`config.mk`:
```
export PLATFORM = sky130hd
export DESIGN_NAME = count_interval_meter
export DESIGN_NICKNAME = d
export VERILOG_FILES = /design/src/rtl/count_interval_meter.sv
export SDC_FILE = /design/constraint.sdc
export NUM_CORES = 1
export LEC_CHECK = 0
export ABC_AREA = 1
export CORE_UTILIZATION = 55
export CTS_BUF_LIST = sky130_fd_sc_hd__clkbuf_4
export CTS_CLUSTER_DIAMETER = 100
export DETAILED_ROUTE_END_ITERATION = 8
export PLACE_DENSITY = 0.91
export SYNTH_ARGS = -nofsm -noshare
export SYNTH_HDL_FRONTEND = slang
export SYNTH_SLANG_ARGS = --single-unit
```
`constraint.sdc`:
```
create_clock -name clk -period 2.8 [get_ports clk]
set_clock_uncertainty 0.2 [all_clocks]
set_input_delay 0.56 -clock clk [delete_from_list [all_inputs] [get_ports clk]]
set_output_delay 0.56 -clock clk [all_outputs]
set_load 0.05 [all_outputs]
```
`src/rtl/count_interval_meter.sv`:
```
`default_nettype none
// ============================================================================
// Module      : count_interval_meter
// Description : Measures the number of cycles between a load/start pulse and
//               the matching terminal-count/stop pulse of a down-counter.
//               Each completed interval is placed in a one-entry result
//               register that a consumer drains through valid/ready.
// Ports       : clk, rst          - clock, synchronous active-high reset
//               start_i, stop_i   - measurement start / stop pulses
//               res_ready_i       - consumer accepts the held result
//               res_valid_o       - result register holds an unread interval
//               res_data_o        - interval in cycles (saturating)
//               res_sat_o         - interval saturated at 2^WIDTH-1
//               busy_o            - a measurement is in progress
//               overrun_o         - sticky: a result was dropped (full)
// Revision    : 1.0 - initial release
// ============================================================================
module count_interval_meter #(
    parameter int WIDTH = 16
) (
    input  logic             clk,
    input  logic             rst,
    input  logic             start_i,
    input  logic             stop_i,
    input  logic             res_ready_i,
    output logic             res_valid_o,
    output logic [WIDTH-1:0] res_data_o,
    output logic             res_sat_o,
    output logic             busy_o,
    output logic             overrun_o
);

    localparam logic [0:0]       S_IDLE = 1'b0;
    localparam logic [0:0]       S_RUN  = 1'b1;
    localparam logic [WIDTH-1:0] C_MAX  = {WIDTH{1'b1}};

    logic [0:0]       state_q, state_d;
    logic [WIDTH-1:0] cnt_q, cnt_d;
    logic             sat_q, sat_d;
    logic             valid_q, valid_d;
    logic [WIDTH-1:0] data_q, data_d;
    logic             rsat_q, rsat_d;
    logic             ovr_q, ovr_d;

    // cnt holds (elapsed edges - 1), so the interval is cnt+1; the carry
    // flags that cnt+1 no longer fits.
    logic [WIDTH-1:0] cnt_inc;
    logic             cnt_carry;
    logic             done;
    logic [WIDTH-1:0] res_val;
    logic             res_flag;

    assign {cnt_carry, cnt_inc} = {1'b0, cnt_q} + {{WIDTH{1'b0}}, 1'b1};
    assign done     = (state_q == S_RUN) && stop_i;
    assign res_flag = sat_q | cnt_carry;
    assign res_val  = res_flag ? C_MAX : cnt_inc;

    // ------------------------------------------------------------------
    // State and datapath registers
    // ------------------------------------------------------------------
    always_ff @(posedge clk) begin
        if (rst) begin
            state_q <= S_IDLE;
            cnt_q   <= '0;
            sat_q   <= 1'b0;
            valid_q <= 1'b0;
            data_q  <= '0;
            rsat_q  <= 1'b0;
            ovr_q   <= 1'b0;
        end else begin
            state_q <= state_d;
            cnt_q   <= cnt_d;
            sat_q   <= sat_d;
            valid_q <= valid_d;
            data_q  <= data_d;
            rsat_q  <= rsat_d;
            ovr_q   <= ovr_d;
        end
    end

    // ------------------------------------------------------------------
    // Next-state logic
    // ------------------------------------------------------------------
    always_comb begin
        state_d = state_q;
        case (state_q)
            S_IDLE:  if (start_i) state_d = S_RUN;
            S_RUN:   if (stop_i && !start_i) state_d = S_IDLE;
            default: state_d = S_IDLE;
        endcase
    end

    // ------------------------------------------------------------------
    // Counter and result register update
    // ------------------------------------------------------------------
    always_comb begin
        cnt_d   = cnt_q;
        sat_d   = sat_q;
        valid_d = valid_q;
        data_d  = data_q;
        rsat_d  = rsat_q;
        ovr_d   = ovr_q;

        if (start_i || (state_q == S_IDLE) || stop_i) begin
            // A start (fresh or restart), an idle cycle or a finished
            // measurement all leave the counter cleared.
            cnt_d = '0;
            sat_d = 1'b0;
        end else if (cnt_q == C_MAX) begin
            sat_d = 1'b1;
        end else begin
            cnt_d = cnt_inc;
            sat_d = sat_q | (cnt_inc == C_MAX);
        end

        if (done) begin
            // A result being drained this cycle frees the slot for the new one.
            if (!valid_q || res_ready_i) begin
                valid_d = 1'b1;
                data_d  = res_val;
                rsat_d  = res_flag;
            end else begin
                ovr_d = 1'b1;
            end
        end else if (valid_q && res_ready_i) begin
            valid_d = 1'b0;
        end
    end

    assign res_valid_o = valid_q;
    assign res_data_o  = data_q;
    assign res_sat_o   = rsat_q;
    assign busy_o      = (state_q == S_RUN);
    assign overrun_o   = ovr_q;

endmodule
`default_nettype wire

```
Word-level counts from Yosys, hierarchy flattened
Index checks and enable logic that the tools add are counted.
Widths: inputs -> output; s select.
- add/subtract/negate cells: 1
- multipliers: 0
- div/mod/pow operators: 0
- magnitude comparators: 0
- equality and inequality tests: 3
- shifts and indexed selects: 0
- multiplexer cells: 8
- bitwise operators: 4
- reductions and logical operators: 13
- operators with widths (kind ; count):
    $eq 16x16->1 const B ; 2
    $add 16x1->17 const B ; 1
    $mux 16 ; 1
    $mux 1 ; 6
    $reduce_and 2->1 ; 3
    $logic_and 1x1->1 ; 3
    $logic_or 1x1->1 ; 3
    $logic_not 1->1 ; 2
    $ne 2x1->1 const B ; 1
    $not 1->1 ; 2
    $or 1x1->1 ; 2
    $pmux 1 s2 ; 1
    $reduce_bool 2->1 ; 1
    $reduce_or 2->1 ; 1
- flip-flop bits (word level): 37
- bits in latches: 0
- bits in writable memories: 0
- ROM bits: 0
- output and inout bits: 20
- memories: 0

Longest topological paths before layout
Gate-level depths: netlist of the first run.
- depth in word-level cells: 4
- gate-level depth with buffers: 11
- gate-level depth less buffers: 11

Least setup slack after synthesis of the first run
No wires, ideal clock.
- kind: register to register
- from: register state_q, in the netlist busy_o
- to: register data_q[15], in the netlist res_data_o[15]
- setup time: 0.069 ns
- arrival time: 1.656 ns
- required time: 2.531 ns
- slack: 0.875 ns
- cell stages (with the launch flop): 6
- clock period less this slack: 1.925 ns
- path through: dfxtp_1 -> nand2_1 -> nor2_1 -> buf_2 -> o21ai_0 -> a21oi_4
- cells in the longest elaborated chain, start to end: 2
- RTL lines (what ; line ; text):
    start, declared ; 37 ; logic [0:0] state_q, state_d;
    start signal, assigned ; 71 ; state_q <= state_d;
    $logic_and 1x1->1 ; 54 ; assign done = (state_q == S_RUN) && stop_i;
    $reduce_and 2->1 (no line) ; -- ;
    end signal, assigned ; 75 ; data_q <= data_d;
    end, declared ; 41 ; logic [WIDTH-1:0] data_q, data_d;
No other way between the ends.
A chain may end at the register's enable or synchronous reset.

Final worst setup path of the first run
- from: register state_q, in the netlist busy_o
- to: output port busy_o
- RTL lines (what ; line ; text):
    end, declared ; 29 ; output logic busy_o,
No word-level cell between the ends.

==> results.sh, run 1 <==
export IMPL_cp_depth=1
export IMPL_tritoncts="yes"
export IMPL_end_kind="output pin"
export IMPL_drc=0
export IMPL_drive_gt1_share_pct=14.5
export IMPL_clock_root_buffer="clkbuf_4"
export IMPL_synth_top_area_cell="dfxtp_1"
export IMPL_syn_nets=256
export IMPL_synthTopCellsByCount="49 x nand2_1, 39 x inv_1, 37 x dfxtp_1, 22 x nor2_1, 20 x o21ai_0"
export IMPL_synthXorXnorAreaFrac_pct=0.469
export IMPL_gp_congestion=0.943
export IMPL_cts_made_buffers=5
export IMPL_fmax_mhz=440
export IMPL_synth_cell_types=28
export IMPL_min_period_ps=2270
export IMPL_drt_pre_antenna_iters=4
export IMPL_synth_top_family_by_area="simple AND/OR/NAND/NOR gates"
export IMPL_port_buffers=24
export IMPL_synth_compound_area_share_pct=19.7
export IMPL_synth_seq_area_share_pct=39.7
export IMPL_fin_setup_tns_ps=0
export IMPL_worst_path_buf_inv=1
export IMPL_wl_per_cell_um=12.6
export IMPL_worst_slew_pin_slew_ps=615
export IMPL_num_vias=1699
export IMPL_first_global_vias=1537
export IMPL_fp_coreArea_um2=3130
export IMPL_grt_max_degree=17
export IMPL_cap_violations=0
export IMPL_arrival_ps=1510
export IMPL_utilization_pct=69.8
export IMPL_cp_slowest_cell="clkdlybuf4s50_1"
export IMPL_crit_type="flip-flop to output pin"
export IMPL_synth_warning_count=0
export IMPL_syn_avg_cell_area_um2=7.50
export IMPL_fill_cells=261
export IMPL_cp_data_required_time_ps=2040
export IMPL_synth_most_common_cell="nand2_1"
export IMPL_rows=20
export IMPL_overflow=0
export IMPL_clock_sinks=37
export IMPL_max_slew_margin_pct=58.7
export IMPL_cp_cell_sequence="clkdlybuf4s50_1"
export IMPL_leakagePower_nw=0.824
export IMPL_syn_area_um2=1870
export IMPL_initial_core_util_pct=59.7
export IMPL_synthMuxAreaShare_pct=0
export IMPL_cts_resized=0
export IMPL_drv_slew=0
export IMPL_fin_crit_sh_pct=81.1
export IMPL_yosys_register_bits=37
export IMPL_synthSimpleGateAreaFrac_pct=28.0
export IMPL_viasPerCell=5.31
export IMPL_critPathLaunchType="flip-flop"
export IMPL_synth_edff_count=0
export IMPL_nets=283
export IMPL_io_pin_count=25
export IMPL_clkLatencyLatePin_ps=350
export IMPL_ant_nets=0
export IMPL_synthFlopType="dfxtp_1"
export IMPL_routed_wl_mm=4.03
export IMPL_ctsHoldBuffers=0
export IMPL_grt_pass1_wl_mm=6.56
export IMPL_power_density_nw_per_um2=442
export IMPL_cp_max_fo=3
export IMPL_critPathMaxStageDelay_ps=810
export IMPL_peakVddDrop_v=0.000334
export IMPL_async_flop_share_pct=0
export IMPL_synth_fa_ha_area_share_pct=1.34
export IMPL_hold_viol=0
export IMPL_drtIter0Drc=82
export IMPL_yosys_area_top_type_share_pct=39.7
export IMPL_worstHoldPathCells=2
export IMPL_grt_antenna_before_repair=0
export IMPL_ys_top_cells_by_area="dfxtp_1 40%, nand2_1 9.8%, inv_1 7.8%"
export IMPL_die_w_um=60.3
export IMPL_worst_r2r_path_depth=11
export IMPL_ctsLongestPathBuffers=2
export IMPL_hpwl_mm=3.00
export IMPL_crit_family="buffers and inverters"
export IMPL_hold_path_class="flip-flop to flip-flop"
export IMPL_setup_violations=0
export IMPL_track_usage_pct=25.2
export IMPL_status="completed"
export IMPL_fp_dieArea_um2=3630
export IMPL_clkTransAtPathRegs_ps=100
export IMPL_htree_levels=2
export IMPL_die_h_um=60.3
export IMPL_syn_to_final_growth_pct=16.9
export IMPL_n_antenna_cell=0
export IMPL_postSynthCellCount=249
export IMPL_postCtsSetupRepairBufs=0
export IMPL_rsz0062_at_grt="no"
final timing paths:
check | startpoint | to | slack, ps
max | busy_o | busy_o | 530
min | overrun_o | overrun_o | 300
max reg2reg | cnt_q[0] | res_data_o[1] | 710
min reg2reg | overrun_o | overrun_o | 300
area by class of cell:
type / instances / area (um2) / area share, %
sequential: 37 / 741 / 33.9
inverter: 42 / 160 / 7.33
timing repair buffer: 26 / 255 / 11.7
clock buffer: 6 / 45.0 / 2.06
multi-input combinational: 164 / 925 / 42.3
tap: 44 / 55.1 / 2.52
clock inverter: 1 / 3.75 / 0.172
layout by cell type, fill, tap and decap left out, types with 2 or more instances in the layout:
master | netlist | layout
nor2_4 | 3 | 3
a31oi_1 | 3 | 3
nor3_1 | 2 | 2
a21oi_1 | 13 | 13
nand2_2 | 5 | 5
nand2_1 | 49 | 49
o211ai_1 | 4 | 4
nor2_2 | 6 | 6
clkdlybuf4s50_1 | 0 | 24
inv_2 | 2 | 2
clkbuf_4 | 0 | 6
nand3_1 | 11 | 11
ha_1 | 2 | 2
dfxtp_1 | 37 | 37
o21ai_0 | 20 | 20
nor2_1 | 22 | 22
a21oi_2 | 5 | 5
nand2_4 | 2 | 2
buf_4 | 0 | 2
inv_1 | 39 | 39
nand4_1 | 7 | 7
a21oi_4 | 5 | 5
per-layer routing:
metal  vias up  global-route usage, %  part of all wire, %
met1       778                   29.4                   44
met5         -                      0                    0
li1        855                      -                    -
met2        52                   42.9                   48
met4         0                   9.30                  2.2
met3        14                   7.79                  6.1
sequential cells by signal (all words and copies together), names as in the netlist:
| name | count |
|---|---|
| busy_o | 1 |
| overrun_o | 1 |
| res_sat_o | 1 |
| sat_q | 1 |
| res_valid_o | 1 |
| res_data_o | 16 |
| cnt_q | 16 |
power breakdown:
part	switching (mW)	leakage, nW	internal, mW
Sequential	0.00856	0.301	0.543
Combinational	0.0983	0.494	0.0491
Clock	0.166	0.0292	0.101
Total	0.273	0.824	0.693
logic make-up (layout without fill, tap and decap cells):
kind of cell | after synthesis | in the layout
AO/OA/AOI/OAI | 52 | 52
adder cells (fa/ha/maj) | 2 | 2
flip-flops | 37 | 37
buffers and inverters | 48 | 75
AND/OR/NAND/NOR | 109 | 109
XOR/XNOR | 1 | 1
per-stage QoR:
stage	cell area (um2)	power, mW	instances	worst slack [ps]	hold slack [ps]
after global routing	2180	1.00	320	469	322
final	2180	0.966	320	528	299
after floorplan	1870	0.666	249	875	302
after CTS	2180	0.969	320	528	303
after global placement	2140	0.708	313	287	251
after detailed placement	2140	0.711	313	238	280
No activity file was read; power rests on OpenSTA's default activity.
==> run 2: changes to the inputs <==
--- a/config.mk
+++ b/config.mk
@@ -6,11 +6,11 @@
 export NUM_CORES = 1
 export LEC_CHECK = 0
 export ABC_AREA = 1
-export CORE_UTILIZATION = 55
+export CORE_UTILIZATION = 51
 export CTS_BUF_LIST = sky130_fd_sc_hd__clkbuf_4
 export CTS_CLUSTER_DIAMETER = 100
 export DETAILED_ROUTE_END_ITERATION = 8
-export PLACE_DENSITY = 0.91
+export PLACE_DENSITY = 0.89
 export SYNTH_ARGS = -nofsm -noshare
 export SYNTH_HDL_FRONTEND = slang
 export SYNTH_SLANG_ARGS = --single-unit
==> constraint.sdc (replaced) <==
create_clock -name clk -period 1.8 [get_ports clk]
set_clock_uncertainty 0.2 [all_clocks]
set_input_delay 0.36 -clock clk [delete_from_list [all_inputs] [get_ports clk]]
set_output_delay 0.36 -clock clk [all_outputs]
set_load 0.05 [all_outputs]
==> results.sh, run 2 (synthesis results as in run 1) <==
export IMPL_cap_violations=0
export IMPL_end_kind="flip-flop"
export IMPL_htree_levels=2
export IMPL_leakagePower_nw=0.992
export IMPL_cts_made_buffers=5
export IMPL_num_vias=1818
export IMPL_routed_wl_mm=4.69
export IMPL_p_int_mw=1.10
export IMPL_gp_congestion=0.968
export IMPL_utilization_pct=71.2
export IMPL_io_pin_count=25
export IMPL_hold_viol=0
export IMPL_rows=21
export IMPL_tritoncts="yes"
export IMPL_hpwl_mm=3.36
export IMPL_status="completed"
export IMPL_clkLatencyLatePin_ps=350
export IMPL_min_period_ps=1740
export IMPL_worst_r2r_path_depth=9
export IMPL_reg2reg_from="cnt_q[8]"
export IMPL_timing_rr_end="res_data_o[12]"
export IMPL_final_common_cell="nand2_1"
export IMPL_sw_frac_of_total_pct=29.1
export IMPL_seqPwrFrac_pct=55.5
export IMPL_cp_max_fo=8
export IMPL_clock_sinks=37
export IMPL_ctsHoldBuffers=0
export IMPL_initial_core_util_pct=54.7
export IMPL_first_global_vias=1669
export IMPL_arrival_ps=1830
export IMPL_fp_coreArea_um2=3420
export IMPL_min_to="res_data_o[1]"
export IMPL_drv_slew=0
export IMPL_critPathLaunchType="flip-flop"
export IMPL_drc=0
export IMPL_grt_pass1_wl_mm=7.36
export IMPL_fill_cells=279
export IMPL_nets=306
export IMPL_track_usage_pct=24.4
export IMPL_drive_gt1_share_pct=35.3
export IMPL_fp_dieArea_um2=3910
export IMPL_syn_to_final_growth_pct=30.2
export IMPL_holdWs_ps=321
export IMPL_grt_max_degree=14
export IMPL_final_cell_mix="47 x nand2_1, 43 x buf_4, 39 x inv_1"
export IMPL_worstHoldPathCells=2
export IMPL_fin_cells=346
export IMPL_die_h_um=62.5
export IMPL_fin_crit_sh_pct=96.6
export IMPL_rsz0062_at_grt="yes"
export IMPL_n_antenna_cell=0
export IMPL_clockPowerShare_pct=28.4
export IMPL_overflow=0
export IMPL_report_power_total_mw=1.55
export IMPL_ant_nets=0
export IMPL_drtIter0Drc=96
export IMPL_power_density_nw_per_um2=636
export IMPL_dp_cells=337
export IMPL_cp_data_required_time_ps=1890
export IMPL_worst_slew_pin_slew_ps=428
export IMPL_setup_violations=0
export IMPL_port_buffers=24
export IMPL_viasPerCell=5.25
export IMPL_clkTransAtPathRegs_ps=110
export IMPL_hold_path_class="flip-flop to flip-flop"
export IMPL_max_slew_margin_pct=71.4
export IMPL_die_w_um=62.5
export IMPL_wl_per_cell_um=13.6
export IMPL_peakVddDrop_v=0.000424
export IMPL_netSwitchingPower_mw=0.450
export IMPL_clock_root_buffer="clkbuf_4"
export IMPL_ctsLongestPathBuffers=2
export IMPL_crit_type="flip-flop to flip-flop"
export IMPL_power_frac_comb_pct=16.1
export IMPL_fmax_mhz=575
export IMPL_min_from="res_data_o[1]"
export IMPL_ff2ff_setup_slack_ps=60
export IMPL_grt_antenna_before_repair=0
export IMPL_drt_pre_antenna_iters=4
[run 2: cell types whose count changed in the layout (fill, tap and decap cells not counted), sizes merged]
cell	delta
clkdlybuf4s50	-20
clkinv	+1
buf	+43
[run 2: worst max-delay path, stage by stage, from the launching register on]
cell and delay [ps]:
dfxtp_2 390, nand2_1 110, nor2_1 160, nand2_1 110, nor2_4 190, nor2_2 90
nand2_4 90, inv_4 70, buf_12 140, a21oi_2 130
[run 2: how the worst max path moves through the flow]
| stage | from | endpoint | slack, ps |
|---|---|---|---|
| after floorplan | res_valid_o | res_data_o[15] | 10 |
| after global placement | stop_i | res_data_o[14] | -90 |
| after detailed placement | stop_i | res_data_o[0] | -140 |
| after CTS | cnt_q[0] | res_data_o[12] | 20 |
| after global routing | cnt_q[0] | sat_q | -50 |
| final | cnt_q[8] | res_data_o[12] | 60 |
[run 2: layout make-up]
class                   count  area (um2)  area share, %
inverters                  42         163           6.69
multi-input cells         164        1000           41.3
clock buffers               6        45.0           1.85
well taps                  46        57.6           2.37
clock inverters             2        10.0          0.412
flip-flops and latches     37         758           31.2
repair buffers             49         394           16.2
[run 2: repair_timing]
item                       CTS  global route
pin swaps                    1             8
resized for setup            1            30
setup endpoints to repair   12            29
setup buffers                1             0
[run 2: through the flow]
| stage | cell area (um2) | worst slack, ps | TNS [ps] |
|---|---|---|---|
| final | 2430 | 60.7 | 0 |
| after global routing | 2430 | -49.8 | -70.8 |
| after CTS | 2330 | 16.8 | 0 |
| after detailed placement | 2270 | -140 | -1740 |
| after global placement | 2270 | -86.6 | -1030 |
| after floorplan | 1870 | 12.0 | 0 |
[run 2: metal layers]
metal  wire length, um  part of all wire [%]  track usage [%]  vias up
met4               129                   2.8             10.2        0
met1              1910                    41             28.3      846
met3               266                   5.7             7.12       17
li1                  -                     -                -      900
met2              2380                    51             41.7       55
met5                 0                     0                0        -
[run 2: power groups by stage]
| stage | Clock [mW] | Combinational (mW) | Sequential, mW |
|---|---|---|---|
| 6_report | 0.440 | 0.249 | 0.859 |
| 5_1_grt | 0.481 | 0.263 | 0.863 |
| 4_1_cts | 0.448 | 0.249 | 0.860 |
| 3_5_place_dp | 0 | 0.249 | 0.878 |
| 3_3_place_gp | 0 | 0.243 | 0.879 |
| 2_1_floorplan | 0 | 0.0689 | 0.967 |
==> run 3: changes to the inputs <==
--- a/config.mk
+++ b/config.mk
@@ -10,6 +10,7 @@
 export CTS_BUF_LIST = sky130_fd_sc_hd__clkbuf_4
 export CTS_CLUSTER_DIAMETER = 100
 export DETAILED_ROUTE_END_ITERATION = 8
+export GPL_TIMING_DRIVEN = 0
 export PLACE_DENSITY = 0.89
 export SYNTH_ARGS = -nofsm -noshare
 export SYNTH_HDL_FRONTEND = slang
==> results.sh, run 3 (synthesis results as in run 1) <==
export IMPL_htree_levels=2
export IMPL_leakagePower_nw=0.960
export IMPL_drive_gt1_share_pct=32.5
export IMPL_clkLatencyLatePin_ps=360
export IMPL_final_cell_mix="45 x nand2_1, 39 x inv_1, 28 x dfxtp_1"
export IMPL_wl_per_cell_um=14.6
export IMPL_status="completed"
export IMPL_fp_coreArea_um2=3420
export IMPL_grt_max_degree=13
export IMPL_drc=0
export IMPL_clock_sinks=37
export IMPL_fill_cells=265
export IMPL_ctsHoldBuffers=0
export IMPL_gp_congestion=0.873
export IMPL_syn_to_final_growth_pct=25.8
export IMPL_arrival_ps=1840
export IMPL_hold_viol=0
export IMPL_worst_slew_pin_slew_ps=478
export IMPL_peakVddDrop_v=0.000621
export IMPL_grt_pass1_wl_mm=7.49
export IMPL_setup_violations=0
export IMPL_tritoncts="yes"
export IMPL_rows=21
export IMPL_clkTransAtPathRegs_ps=120
export IMPL_drtIter0Drc=125
export IMPL_cts_made_buffers=5
export IMPL_cp_data_required_time_ps=1850
export IMPL_num_vias=1816
export IMPL_min_period_ps=1790
export IMPL_fmax_mhz=559
export IMPL_track_usage_pct=24.8
export IMPL_overflow=0
export IMPL_cp_max_fo=4
export IMPL_first_global_vias=1651
export IMPL_io_pin_count=25
export IMPL_hold_path_class="flip-flop to flip-flop"
export IMPL_port_buffers=24
export IMPL_end_kind="flip-flop"
export IMPL_viasPerCell=5.42
export IMPL_drv_slew=0
export IMPL_critPathMaxStageDelay_ps=390
export IMPL_power_density_nw_per_um2=711
export IMPL_holdWs_ps=294
export IMPL_clock_root_buffer="clkbuf_4"
export IMPL_hpwl_mm=3.18
export IMPL_final_common_cell="nand2_1"
export IMPL_grt_antenna_before_repair=0
export IMPL_fp_dieArea_um2=3910
export IMPL_fin_setup_tns_ps=0
export IMPL_ant_nets=0
export IMPL_initial_core_util_pct=54.7
export IMPL_cp_slowest_cell="dfxtp_4"
export IMPL_cap_violations=0
export IMPL_fin_crit_sh_pct=99.5
export IMPL_die_h_um=62.5
export IMPL_die_w_um=62.5
export IMPL_critPathLaunchType="flip-flop"
export IMPL_nets=295
export IMPL_n_antenna_cell=0
export IMPL_routed_wl_mm=4.90
export IMPL_crit_type="flip-flop to flip-flop"
export IMPL_cp_cell_sequence="ha_4 > nand3_2 > nor2_4 > buf_4 > nand3_1 > nand2_4 > nor2_1 > nand2_1 > nor2_1 > nand2_1 > a21oi_2"
export IMPL_max_slew_margin_pct=68.3
export IMPL_ctsLongestPathBuffers=2
export IMPL_drt_pre_antenna_iters=4
run 3: final cells by class:
| type | count | area (um2) | share of cell area (%) |
|---|---|---|---|
| multi-input combinational | 164 | 1020 | 43.5 |
| sequential | 37 | 754 | 32.1 |
| timing repair buffer | 32 | 223 | 9.48 |
| inverter | 42 | 160 | 6.82 |
| tap | 46 | 57.6 | 2.45 |
| buffer | 6 | 53.8 | 2.29 |
| clock inverter | 3 | 41.3 | 1.76 |
| clock buffer | 5 | 37.5 | 1.60 |
run 3: timing repair:
| item | 4_1_cts | 5_1_grt |
|---|---|---|
| pin swaps | 3 | 10 |
| gates cloned | 0 | 1 |
| setup endpoints to repair | 51 | 46 |
| buffers inserted | 2 | 5 |
| resized for setup | 34 | 64 |
run 3: stage by stage:
step | total power [mW] | setup slack [ps] | instance area, um2 | std cells | util, %
after floorplan | 1.04 | 12.0 | 1870 | 249 | -
after global placement | 1.11 | -666 | 2170 | 319 | 63.4
after detailed placement | 1.11 | -619 | 2170 | 319 | 63.4
after CTS | 1.66 | 3.51 | 2280 | 329 | 66.7
after global routing | 1.74 | -26.3 | 2350 | 335 | 68.8
final | 1.67 | 9.78 | 2350 | 335 | 68.8
run 3: layer usage:
| metal | vias to the layer above | GRT usage, % | wire [um] | part of all wire, % |
|---|---|---|---|---|
| li1 | 884 | - | - | - |
| met5 | - | 0 | 0 | 0 |
| met3 | 19 | 7.30 | 368 | 7.5 |
| met1 | 840 | 29.9 | 1910 | 39 |
| met4 | 0 | 11.6 | 155 | 3.2 |
| met2 | 73 | 40.2 | 2460 | 50 |
run 3: worst paths after layout:
kind                             endpoint      start  cells past startpoint  slack, ps
worst max-delay path                sat_q   cnt_q[1]                     11         10
worst min register to register  overrun_o  overrun_o                      2        290
worst max register to register      sat_q   cnt_q[1]                     11         10
worst min-delay path            overrun_o  overrun_o                      2        290
run 3: worst max-delay path: cells and delay by family, from the launching register on:
kind	cells	cell delay [ps]
AO/OA/AOI/OAI	1	50
adder cells (fa/ha/maj)	1	160
buffers and inverters	1	140
flip-flops	1	390
AND/OR/NAND/NOR	8	740
run 3: report_power, final:
part / total [mW] / switching [mW] / leakage (nW) / internal, mW
combinational: 0.229 / 0.163 / 0.616 / 0.0657
sequential: 0.857 / 0.0135 / 0.305 / 0.844
clock: 0.584 / 0.296 / 0.0389 / 0.287
